<file path="config.mk">
export PLATFORM = sky130hd
export DESIGN_NAME = keccak_msg_padder_flat
export DESIGN_NICKNAME = d
export VERILOG_FILES = /design/src/rtl/keccak_msg_padder_pkg.sv /design/src/rtl/keccak_msg_padder_if.sv /design/src/rtl/keccak_msg_padder_pad_word_gen.sv /design/src/rtl/keccak_msg_padder.sv /design/src/flat_wrapper.sv
export SDC_FILE = /design/constraint.sdc
export NUM_CORES = 1
export LEC_CHECK = 0
export BUFFER_PORTS_ARGS = -buffer_cell sky130_fd_sc_hd__buf_2
export CAP_MARGIN = 5
export CORE_MARGIN = 2
export CORE_UTILIZATION = 58
export DETAILED_ROUTE_END_ITERATION = 8
export PLACE_DENSITY = 0.79
export SLEW_MARGIN = 15
export SYNTH_ARGS = -nofsm -noshare
export SYNTH_HDL_FRONTEND = slang
export SYNTH_SLANG_ARGS = --single-unit
export TNS_END_PERCENT = 1
</file>
<file path="constraint.sdc">
create_clock -name clk -period 4 [get_ports clk]
set_clock_uncertainty 0.05 [all_clocks]
set_input_delay 0.4 -clock clk [delete_from_list [all_inputs] [get_ports clk]]
set_output_delay 0.4 -clock clk [all_outputs]
set_load 0.005 [all_outputs]
</file>
<file path="src/rtl/keccak_msg_padder_pkg.sv">
// Shared types and constants for the Keccak message padder.
// Build option PADDER_BYTE_SWAP_EN (see pad_word_gen) selects big-endian lane packing.
package keccak_msg_padder_pkg;

   typedef enum logic [2:0] {
      StIdle,
      StCollect,
      StPad,
      StStart,
      StWaitDone,
      StError
   } pad_state_t;

   localparam int unsigned RATE_BYTES_DEF = 168;
   localparam logic [7:0]  DSEP_SHA3      = 8'h06;
   localparam logic [7:0]  DSEP_SHAKE     = 8'h1F;

endpackage

</file>
<file path="src/rtl/keccak_msg_padder_if.sv">
// Message-in, RAM-write and accelerator-control bundle for keccak_msg_padder.
interface keccak_msg_padder_if #(
   parameter int unsigned ADDR_WIDTH = 32,
   parameter int unsigned DATA_WIDTH = 32
);
   logic                  msg_start;
   logic [7:0]            msg_len;
   logic [7:0]            dsep;
   logic                  in_valid;
   logic                  in_ready;
   logic [7:0]            in_data;
   logic                  abort;
   logic                  mem_en;
   logic                  mem_we;
   logic [ADDR_WIDTH-1:0] mem_addr;
   logic [DATA_WIDTH-1:0] mem_wdata;
   logic [3:0]            mem_be;
   logic                  accel_start;
   logic                  accel_done;
   logic                  busy;
   logic                  error;

   modport master (
      output msg_start, msg_len, dsep, in_valid, in_data, abort, accel_done,
      input  in_ready, mem_en, mem_we, mem_addr, mem_wdata, mem_be, accel_start, busy, error
   );

   modport slave (
      input  msg_start, msg_len, dsep, in_valid, in_data, abort, accel_done,
      output in_ready, mem_en, mem_we, mem_addr, mem_wdata, mem_be, accel_start, busy, error
   );
endinterface

</file>
<file path="src/rtl/keccak_msg_padder_pad_word_gen.sv">
// Combinational pad10*1 word builder. PADDER_BYTE_SWAP_EN defined: big-endian lanes,
// otherwise lane n sits in word[8n+7:8n].
module pad_word_gen
   import keccak_msg_padder_pkg::*;
#(
   parameter int unsigned RATE_BYTES = RATE_BYTES_DEF
) (
   input  logic [7:0]  word_idx,
   input  logic [7:0]  len,
   input  logic [7:0]  dsep,
   input  logic [31:0] lanes,
   output logic [31:0] padded
);

   logic [9:0] idx;
   logic [7:0] b;

   always_comb begin
      padded = '0;
      idx    = '0;
      b      = '0;
      for (int n = 0; n < 4; n++) begin
         idx = {word_idx, 2'(n)};
         if (idx < {2'b00, len}) begin
            b = lanes[8*n +: 8];
         end else if (idx == {2'b00, len}) begin
            b = dsep;
         end else begin
            b = 8'h00;
         end
         if (idx == 10'(RATE_BYTES - 1)) begin
            b = b | 8'h80;
         end
`ifdef PADDER_BYTE_SWAP_EN
         padded[8*(3-n) +: 8] = b;
`else
         padded[8*n +: 8] = b;
`endif
      end
   end

endmodule

</file>
<file path="src/rtl/keccak_msg_padder.sv">
// Packs a single-block message into 32-bit RAM words with pad10*1 padding, then kicks the
// accelerator. Lane order follows PADDER_BYTE_SWAP_EN (handled in pad_word_gen).
module keccak_msg_padder
   import keccak_msg_padder_pkg::*;
#(
   parameter int unsigned ADDR_WIDTH = 32,
   parameter int unsigned DATA_WIDTH = 32,
   parameter int unsigned RATE_BYTES = RATE_BYTES_DEF,
   parameter int unsigned BASE_ADDR  = 0
) (
   input logic                clk,
   input logic                rst_n,
   keccak_msg_padder_if.slave bus
);

   localparam int unsigned Words = RATE_BYTES / 4;

   pad_state_t            state_q;
   logic [7:0]            len_q;
   logic [7:0]            dsep_q;
   logic [7:0]            byte_cnt_q;
   logic [31:0]           lanes_q;
   logic [7:0]            pad_idx_q;
   logic                  mem_en_q;
   logic [ADDR_WIDTH-1:0] mem_addr_q;
   logic [DATA_WIDTH-1:0] mem_wdata_q;
   logic                  accel_start_q;

   logic [31:0] lanes_upd;
   logic        last_byte;
   logic        lane3;
   logic [7:0]  gen_idx;
   logic [7:0]  gen_len;
   logic [7:0]  gen_dsep;
   logic [31:0] gen_lanes;
   logic [31:0] gen_word;

   assign last_byte = (byte_cnt_q == len_q - 8'd1);
   assign lane3     = (byte_cnt_q[1:0] == 2'd3);

   always_comb begin
      lanes_upd = lanes_q;
      lanes_upd[{byte_cnt_q[1:0], 3'b000} +: 8] = bus.in_data;
   end

   // One generator serves the zero-length start, full/last collected words and PAD words.
   always_comb begin
      gen_idx   = pad_idx_q;
      gen_len   = len_q;
      gen_dsep  = dsep_q;
      gen_lanes = lanes_q;
      if (state_q == StIdle) begin
         gen_idx   = '0;
         gen_len   = bus.msg_len;
         gen_dsep  = bus.dsep;
         gen_lanes = '0;
      end else if (state_q == StCollect) begin
         gen_idx   = {2'b00, byte_cnt_q[7:2]};
         gen_lanes = lanes_upd;
      end
   end

   pad_word_gen #(
      .RATE_BYTES (RATE_BYTES)
   ) u_pad_word_gen (
      .word_idx (gen_idx),
      .len      (gen_len),
      .dsep     (gen_dsep),
      .lanes    (gen_lanes),
      .padded   (gen_word)
   );

   always_ff @(posedge clk or negedge rst_n) begin
      if (!rst_n) begin
         state_q       <= StIdle;
         len_q         <= '0;
         dsep_q        <= '0;
         byte_cnt_q    <= '0;
         lanes_q       <= '0;
         pad_idx_q     <= '0;
         mem_en_q      <= 1'b0;
         mem_addr_q    <= ADDR_WIDTH'(BASE_ADDR);
         mem_wdata_q   <= '0;
         accel_start_q <= 1'b0;
      end else if (bus.abort) begin
         state_q       <= StIdle;
         len_q         <= '0;
         dsep_q        <= '0;
         byte_cnt_q    <= '0;
         lanes_q       <= '0;
         pad_idx_q     <= '0;
         mem_en_q      <= 1'b0;
         mem_addr_q    <= ADDR_WIDTH'(BASE_ADDR);
         mem_wdata_q   <= '0;
         accel_start_q <= 1'b0;
      end else begin
         mem_en_q      <= 1'b0;
         accel_start_q <= 1'b0;
         unique case (state_q)
            StIdle: begin
               if (bus.msg_start) begin
                  if (32'(bus.msg_len) > RATE_BYTES - 1) begin
                     state_q <= StError;
                  end else begin
                     len_q      <= bus.msg_len;
                     dsep_q     <= bus.dsep;
                     byte_cnt_q <= '0;
                     lanes_q    <= '0;
                     if (bus.msg_len == 8'd0) begin
                        // Empty message: word 0 goes out on the same edge PAD is entered.
                        mem_en_q    <= 1'b1;
                        mem_addr_q  <= ADDR_WIDTH'(BASE_ADDR) + ADDR_WIDTH'(gen_idx);
                        mem_wdata_q <= DATA_WIDTH'(gen_word);
                        pad_idx_q   <= 8'd1;
                        state_q     <= StPad;
                     end else begin
                        state_q <= StCollect;
                     end
                  end
               end
            end
            StCollect: begin
               if (bus.in_valid) begin
                  lanes_q    <= lanes_upd;
                  byte_cnt_q <= byte_cnt_q + 8'd1;
                  if (lane3 || last_byte) begin
                     mem_en_q    <= 1'b1;
                     mem_addr_q  <= ADDR_WIDTH'(BASE_ADDR) + ADDR_WIDTH'(gen_idx);
                     mem_wdata_q <= DATA_WIDTH'(gen_word);
                  end
                  if (last_byte) begin
                     pad_idx_q <= gen_idx + 8'd1;
                     state_q   <= StPad;
                  end
               end
            end
            StPad: begin
               if (32'(pad_idx_q) == Words) begin
                  accel_start_q <= 1'b1;
                  state_q       <= StStart;
               end else begin
                  mem_en_q    <= 1'b1;
                  mem_addr_q  <= ADDR_WIDTH'(BASE_ADDR) + ADDR_WIDTH'(gen_idx);
                  mem_wdata_q <= DATA_WIDTH'(gen_word);
                  pad_idx_q   <= pad_idx_q + 8'd1;
               end
            end
            StStart: begin
               state_q <= StWaitDone;
            end
            StWaitDone: begin
               if (bus.accel_done) begin
                  state_q <= StIdle;
               end
            end
            StError: begin
               state_q <= StError;
            end
            default: begin
               state_q <= StIdle;
            end
         endcase
      end
   end

   assign bus.in_ready    = (state_q == StCollect);
   assign bus.busy        = (state_q != StIdle) && (state_q != StError);
   assign bus.error       = (state_q == StError);
   assign bus.mem_en      = mem_en_q;
   assign bus.mem_we      = mem_en_q;
   assign bus.mem_addr    = mem_addr_q;
   assign bus.mem_wdata   = mem_wdata_q;
   assign bus.mem_be      = 4'hF;
   assign bus.accel_start = accel_start_q;

endmodule

</file>
<file path="src/flat_wrapper.sv">
// flat-port wrapper written by rule: the top's interface ports become plain ports
module keccak_msg_padder_flat import keccak_msg_padder_pkg::*;
#(
   parameter int unsigned ADDR_WIDTH = 32,
   parameter int unsigned DATA_WIDTH = 32,
   parameter int unsigned RATE_BYTES = RATE_BYTES_DEF,
   parameter int unsigned BASE_ADDR  = 0
)
  (clk, rst_n, bus_msg_start, bus_msg_len, bus_dsep, bus_in_valid, bus_in_data, bus_abort, bus_accel_done, bus_in_ready, bus_mem_en, bus_mem_we, bus_mem_addr, bus_mem_wdata, bus_mem_be, bus_accel_start, bus_busy, bus_error);
  keccak_msg_padder_if #(.ADDR_WIDTH(ADDR_WIDTH), .DATA_WIDTH(DATA_WIDTH)) bus_i ();
  input logic clk;
  input logic rst_n;
  input wire logic [$bits(bus_i.msg_start)-1:0] bus_msg_start;
  input wire logic [$bits(bus_i.msg_len)-1:0] bus_msg_len;
  input wire logic [$bits(bus_i.dsep)-1:0] bus_dsep;
  input wire logic [$bits(bus_i.in_valid)-1:0] bus_in_valid;
  input wire logic [$bits(bus_i.in_data)-1:0] bus_in_data;
  input wire logic [$bits(bus_i.abort)-1:0] bus_abort;
  input wire logic [$bits(bus_i.accel_done)-1:0] bus_accel_done;
  output wire logic [$bits(bus_i.in_ready)-1:0] bus_in_ready;
  output wire logic [$bits(bus_i.mem_en)-1:0] bus_mem_en;
  output wire logic [$bits(bus_i.mem_we)-1:0] bus_mem_we;
  output wire logic [$bits(bus_i.mem_addr)-1:0] bus_mem_addr;
  output wire logic [$bits(bus_i.mem_wdata)-1:0] bus_mem_wdata;
  output wire logic [$bits(bus_i.mem_be)-1:0] bus_mem_be;
  output wire logic [$bits(bus_i.accel_start)-1:0] bus_accel_start;
  output wire logic [$bits(bus_i.busy)-1:0] bus_busy;
  output wire logic [$bits(bus_i.error)-1:0] bus_error;
  assign bus_i.msg_start = bus_msg_start;
  assign bus_i.msg_len = bus_msg_len;
  assign bus_i.dsep = bus_dsep;
  assign bus_i.in_valid = bus_in_valid;
  assign bus_i.in_data = bus_in_data;
  assign bus_i.abort = bus_abort;
  assign bus_i.accel_done = bus_accel_done;
  assign bus_in_ready = bus_i.in_ready;
  assign bus_mem_en = bus_i.mem_en;
  assign bus_mem_we = bus_i.mem_we;
  assign bus_mem_addr = bus_i.mem_addr;
  assign bus_mem_wdata = bus_i.mem_wdata;
  assign bus_mem_be = bus_i.mem_be;
  assign bus_accel_start = bus_i.accel_start;
  assign bus_busy = bus_i.busy;
  assign bus_error = bus_i.error;
  keccak_msg_padder #(.ADDR_WIDTH(ADDR_WIDTH), .DATA_WIDTH(DATA_WIDTH), .RATE_BYTES(RATE_BYTES), .BASE_ADDR(BASE_ADDR)) u_core (.clk(clk), .rst_n(rst_n), .bus(bus_i));
endmodule
</file>
* Word level (Yosys, flattened, before mapping)
Cells that the tools add are included.
** Word-level totals
- Input bits :: 30
- Bits in registers :: 133
- Word-level logic and storage cells :: 138
- Output and inout bits :: 74
** Operators by class
- Order comparisons :: 5
- Shifts and indexed selects :: 2
- Equality and inequality tests :: 24
- $add $sub $neg :: 5
- Muxes and demuxes :: 78
- Reductions and logical operators :: 14
** Operator list (count)
- 2-to-1 mux 32 bit :: 20
- 2-to-1 mux 8 bit :: 32
- one-hot mux 32 bit (3 select lines) :: 2
- one-hot mux 32 bit (2 select lines) :: 1
- == test 10 x 8 -> 1 bit :: 4
- less-than comparator 10 x 8 -> 1 bit :: 4
- bitwise mux 32 bit :: 1
- variable shift 8 x 7 -> 32 bit (first input constant) :: 1
- indexed part select 8 x 7 -> 32 bit :: 1
- adder 8 x 1 -> 8 bit (second input constant) :: 3
- one-hot mux 8 bit (3 select lines) :: 1
- 2-to-1 mux 3 bit :: 7
- != test 3 bit (second input constant) :: 7
- one-hot mux 3 bit (6 select lines) :: 1
- == test 8 x 6 -> 1 bit (second input constant) :: 2
- one-hot mux 8 bit (2 select lines) :: 1
- AND reduction 7 bit :: 2
- 2-to-1 mux 1 bit :: 10
- != test 3 x 2 -> 1 bit (second input constant) :: 3
- == test 8 bit :: 1
- greater-than comparator 8 bit (second input constant) :: 1
- logical NOT 8 bit :: 1
- subtractor 8 x 1 -> 8 bit (second input constant) :: 1
- negator 5 -> 7 bit :: 1
- other kinds (16) :: 20

* Longest topological paths before layout
- Word-level depth :: 12
- Depth in mapped cells :: 14
- Depth with buffers taken out :: 10

* By module
Synthesis repeated with hierarchy kept, for this count alone.
** Unflattened totals
- Cells, all modules :: 751
- Area total of the unflattened synthesis :: 7245.7 sq um
** Modules (own cells, without submodules)
- keccak_msg_padder :: area an instance 6451.2 sq um, instances 1, cells an instance 641, sequential area each 2727.6 sq um
- pad_word_gen :: area an instance 794.5 sq um, instances 1, cells an instance 110, sequential area each 0.0 sq um

* Worst setup path before layout
No wires, ideal clock.
- Path type :: register to register
- Start :: register u_core.state_q[2]
- End :: register u_core.mem_wdata_q[26], in the netlist u_core.bus.mem_wdata[26]
- Setup slack :: 0.358 ns
- Period minus slack after synthesis :: 3.642 ns
- Library setup time :: 0.064 ns
- Cell stages (with the launch flop) :: 14
- Data arrival time :: 3.529 ns
- Cells stage by stage :: dfrtp_1 > clkbuf_1 > nor3_1 > buf_2 > buf_2 > mux2i_1 > ha_1 > and3_1 > nor4bb_1 > clkbuf_1 > nor3b_2 > or3b_2 > a21oi_1 > mux2_4
** On the way
- Cells in the longest elaborated chain, start to end :: 12
** RTL lines
- from (decl) :: RTL line keccak_msg_padder.sv:18 : pad_state_t state_q;
- from (signal assigned) :: RTL line keccak_msg_padder.sv:75 : state_q <= StIdle;
- from (signal assigned) :: RTL line keccak_msg_padder.sv:86 : state_q <= StIdle;
- from (signal assigned) :: RTL line keccak_msg_padder.sv:103 : state_q <= StError;
- parallel branches: the longest is 12 deep, another holds less-than comparator 10 x 8 -> 1 bit
- to (signal assigned) :: RTL line keccak_msg_padder.sv:113 : mem_wdata_q <= DATA_WIDTH'(gen_word);
- to (signal assigned) :: RTL line keccak_msg_padder.sv:129 : mem_wdata_q <= DATA_WIDTH'(gen_word);
- to (signal assigned) :: RTL line keccak_msg_padder.sv:144 : mem_wdata_q <= DATA_WIDTH'(gen_word);
- to (decl) :: RTL line keccak_msg_padder.sv:26 : logic [DATA_WIDTH-1:0] mem_wdata_q;
Several ways; the timed one is not identified. The select of a mux whose other input is x is not followed.
A chain may end at the register's enable or synchronous reset.

* Final worst setup path
- Start :: register u_core.state_q[2]
- End :: register u_core.mem_wdata_q[29], in the netlist u_core.bus.mem_wdata[29]
The elaborated chain is that of the path after synthesis.

==> out/qor.json <==
{
  "worst_ep_required_time": {"value": 4.26, "unit": "ns"},
  "post_synth_num_cell_types": {"value": 67},
  "area.growth.synth_to_final": {"value": 10.0, "unit": "%"},
  "gp_routability_congestion": {"value": 0.933},
  "data_arrival_time_of_the_critical_path": {"value": 3.80, "unit": "ns"},
  "routed-via-count": {"value": 5638},
  "rr_worst_depth": {"value": 11},
  "rows": {"value": 39},
  "syn-instance-count": {"value": 677},
  "leading_cell_type_in_the_layout_fill_and_taps_excluded": {"value": "sky130_fd_sc_hd__dfrtp_1"},
  "cts_hold_buf": {"value": 0},
  "clock_tree.buffer_depth": {"value": 2},
  "fin_hold_ws": {"value": 0.0535, "unit": "ns"},
  "drt_first_iter_violations": {"value": 798},
  "grt_setup_unrepaired": {"value": "false"},
  "maxClockFrequency": {"value": 0.282, "unit": "GHz"},
  "max_cap_violations": {"value": 0},
  "worst_slew_margin_rel": {"value": 33.6, "unit": "%"},
  "synthesis.yosys.warnings": {"value": 0},
  "post_synth_instance_area": {"value": 0.00663, "unit": "sq mm"},
  "status": {"value": "completed"},
  "post_cts.repair.setup_buffers": {"value": 0},
  "gr-total-overflow": {"value": 0},
  "detail_route.first_pass.iterations": {"value": 5},
  "most-common-layout-cells": {"value": "109 x sky130_fd_sc_hd__dfrtp_1, 74 x sky130_fd_sc_hd__buf_2, 60 x sky130_fd_sc_hd__a22o_1"},
  "report.final.setup_viol": {"value": 0},
  "ir_drop": {"value": 0.000268, "unit": "V"},
  "fp.dieW": {"value": 111, "unit": "microns"},
  "timing.setup.tns": {"value": 0, "unit": "ns"},
  "post-place-cells": {"value": 863},
  "tritoncts_clock_tree": {"value": "done"},
  "crit-reg2reg-launch": {"value": "u_core.state_q[2]$_DFFE_PN0P_"},
  "post_dp_cell_area": {"value": 0.00701, "unit": "sq mm"},
  "cellPowerDensity": {"value": 435, "unit": "mW/mm^2"},
  "post-route-min-period": {"value": 3.55, "unit": "ns"},
  "reg2reg_to": {"value": "u_core.bus.mem_wdata[29]$_DFFE_PN0P_"},
  "clock_tree.htree_level_count": {"value": 3},
  "clk_pin_slew": {"value": 0.08, "unit": "ns"},
  "ys_dominant_reg_cell": {"value": "sky130_fd_sc_hd__dfrtp_1"},
  "min-delay-path-class": {"value": "input port to async pin"},
  "worst_setup_path_end_kind": {"value": "flip-flop"},
  "fraction_of_layout_instances_using_a_drive_strength_above_1": {"value": 20.0, "unit": "%"},
  "synth_seq_area_share": {"value": 41.1, "unit": "%"},
  "worst-r2r-setup-slack": {"value": 0.45, "unit": "ns"},
  "grt_antenna_before_repair": {"value": 0},
  "core_box_area": {"value": 0.0113, "unit": "sq mm"},
  "cts.repair.resized": {"value": 0},
  "share_of_the_cycle_needed_by_the_critical_path_after_routing": {"value": 88.7, "unit": "%"},
  "slew_viol_final": {"value": 0},
  "dp.final_hpwl": {"value": 13100, "unit": "microns"},
  "ant_nets": {"value": 0},
  "final_nets": {"value": 776},
  "antenna_cells": {"value": 0},
  "global_route_usage_over_all_layers": {"value": 29.4, "unit": "%"},
  "layout.cell_area.non_filler": {"value": 0.00730, "unit": "sq mm"},
  "final_cells": {"value": 879},
  "cts_num_sinks": {"value": 109},
  "ys_seq_elements": {"value": 109},
  "static-leakage-power": {"value": 0.00362, "unit": "uW"},
  "wl_per_cell": {"value": 20.4, "unit": "microns"},
  "post-route-drc-count": {"value": 0},
  "synthesis.area_per_instance": {"value": 9.80, "unit": "sq um"},
  "wire_length_of_the_first_global_routing_pass": {"value": 29000, "unit": "microns"},
  "cts.root.buffer_cell": {"value": "sky130_fd_sc_hd__clkbuf_16"},
  "pin_count": {"value": 104},
  "vias_in_the_first_global_route": {"value": 5263},
  "critPathKind": {"value": "flip-flop to flip-flop"},
  "async_flop_share": {"value": 100, "unit": "%"},
  "synth_enable_flop_cells": {"value": 0},
  "grt_start_max_net_pins": {"value": 91},
  "tightest_slew": {"value": 0.982, "unit": "ns"},
  "dieArea": {"value": 0.0123, "unit": "sq mm"},
  "startpoint_type": {"value": "flip-flop"},
  "clk-insertion-delay-late": {"value": 0.36, "unit": "ns"},
  "chipHeight": {"value": 111, "unit": "microns"},
  "worstPathMaxFanout": {"value": 21},
  "timing_hold_violations_final": {"value": 0},
  "port_buffers": {"value": 75},
  "floorplan.initialDensity": {"value": 58.9, "unit": "%"},
  "cts_made_buffers": {"value": 9},
  "finalWirelength": {"value": 17900, "unit": "microns"},
  "num-fill-cells": {"value": 900},
  "detail_route.vias_per_cell": {"value": 6.41}
}
-- metrics by stage --
step                power (uW)  utilization (%)  worst slack (ns)
global route              3320             64.7             0.213
detailed placement        2290             62.2             0.518
finish                    3170             64.7             0.453
global placement          2260             62.2             0.663
CTS                       3150             64.7             0.504
floorplan                 2000                -             0.358
-- area by class of cell --
class / instances / area (sq um) / share of cell area, %
clock inverters: 7 / 57.6 / 0.789
inverters: 22 / 82.6 / 1.13
well taps: 143 / 179 / 2.45
repair buffers: 91 / 502 / 6.87
multi-input cells: 498 / 3520 / 48.3
flip-flops and latches: 109 / 2730 / 37.4
clock buffers: 9 / 225 / 3.09
-- metal layers --
layer	global-route usage (%)	wire (microns)	part of all wire (%)
met2	43.0	7950	44
met3	4.21	1450	8.1
met1	45.6	8170	46
met4	8.58	337	1.9
met5	0	0	0
-- registers in the layout, summed over array words and instances (netlist names) --
name / count
u_core.dsep_q: 8
u_core.bus.accel_start: 1
u_core.bus.mem_addr: 8
u_core.lanes_q: 32
u_core.byte_cnt_q: 8
u_core.bus.mem_wdata: 32
u_core.pad_idx_q: 8
u_core.state_q: 3
u_core.len_q: 8
u_core.bus.mem_en: 1
-- critical path: stages, from the launching register on --
cell                       delay, ns
sky130_fd_sc_hd__dfrtp_1        0.60
sky130_fd_sc_hd__nor3_2         0.28
sky130_fd_sc_hd__buf_4          0.24
sky130_fd_sc_hd__mux2i_1        0.12
sky130_fd_sc_hd__ha_1           0.33
sky130_fd_sc_hd__and3_1         0.20
sky130_fd_sc_hd__nor4bb_1       0.28
sky130_fd_sc_hd__buf_4          0.19
sky130_fd_sc_hd__nor3b_2        0.40
sky130_fd_sc_hd__or3b_2         0.48
sky130_fd_sc_hd__a21oi_1        0.15
sky130_fd_sc_hd__mux2_4         0.16
-- logic make-up after synthesis --
| logic type | after synthesis | synth area share [%] |
|---|---|---|
| compound gates | 195 | 21.7 |
| simple gates | 187 | 15.0 |
| fa+ha+maj | 15 | 2.83 |
| flops | 109 | 41.1 |
| mux | 53 | 9.19 |
| other cells | 2 | 0.113 |
| buf+inv | 96 | 7.43 |
| xor+xnor | 20 | 2.64 |
-- synth_stat cells (all sizes together) (19+ instances only) --
cell	count	area, sq um
o21ai	45	225
nand2	54	203
dfrtp	109	2730
mux2	21	289
nor2	42	158
clkbuf	29	109
buf	45	302
a22o	60	526
nand3	19	95.1
mux2i	32	320
a21oi	19	95.1
inv	22	82.6
-- how the worst max path moves through the flow --
stage,endpoint,cells after the start,startpoint
floorplan,u_core.bus.mem_wdata[26]$_DFFE_PN0P_,13,u_core.state_q[2]$_DFFE_PN0P_
detailed placement,u_core.bus.mem_wdata[29]$_DFFE_PN0P_,11,u_core.state_q[2]$_DFFE_PN0P_
CTS,u_core.bus.mem_wdata[26]$_DFFE_PN0P_,11,u_core.state_q[2]$_DFFE_PN0P_
global route,u_core.bus.mem_wdata[26]$_DFFE_PN0P_,11,u_core.state_q[2]$_DFFE_PN0P_
global placement,u_core.bus.mem_wdata[29]$_DFFE_PN0P_,11,u_core.state_q[2]$_DFFE_PN0P_
finish,u_core.bus.mem_wdata[29]$_DFFE_PN0P_,11,u_core.state_q[2]$_DFFE_PN0P_
-- report_power, final --
| part | internal, uW | leakage, uW | switching [uW] | total, uW |
|---|---|---|---|---|
| logic | 387 | 0.00197 | 693 | 1080 |
| clock network | 432 | 0.000134 | 440 | 872 |
| registers | 1150 | 0.00151 | 70.4 | 1220 |
Note: power is estimated with default switching activity, not from simulation.
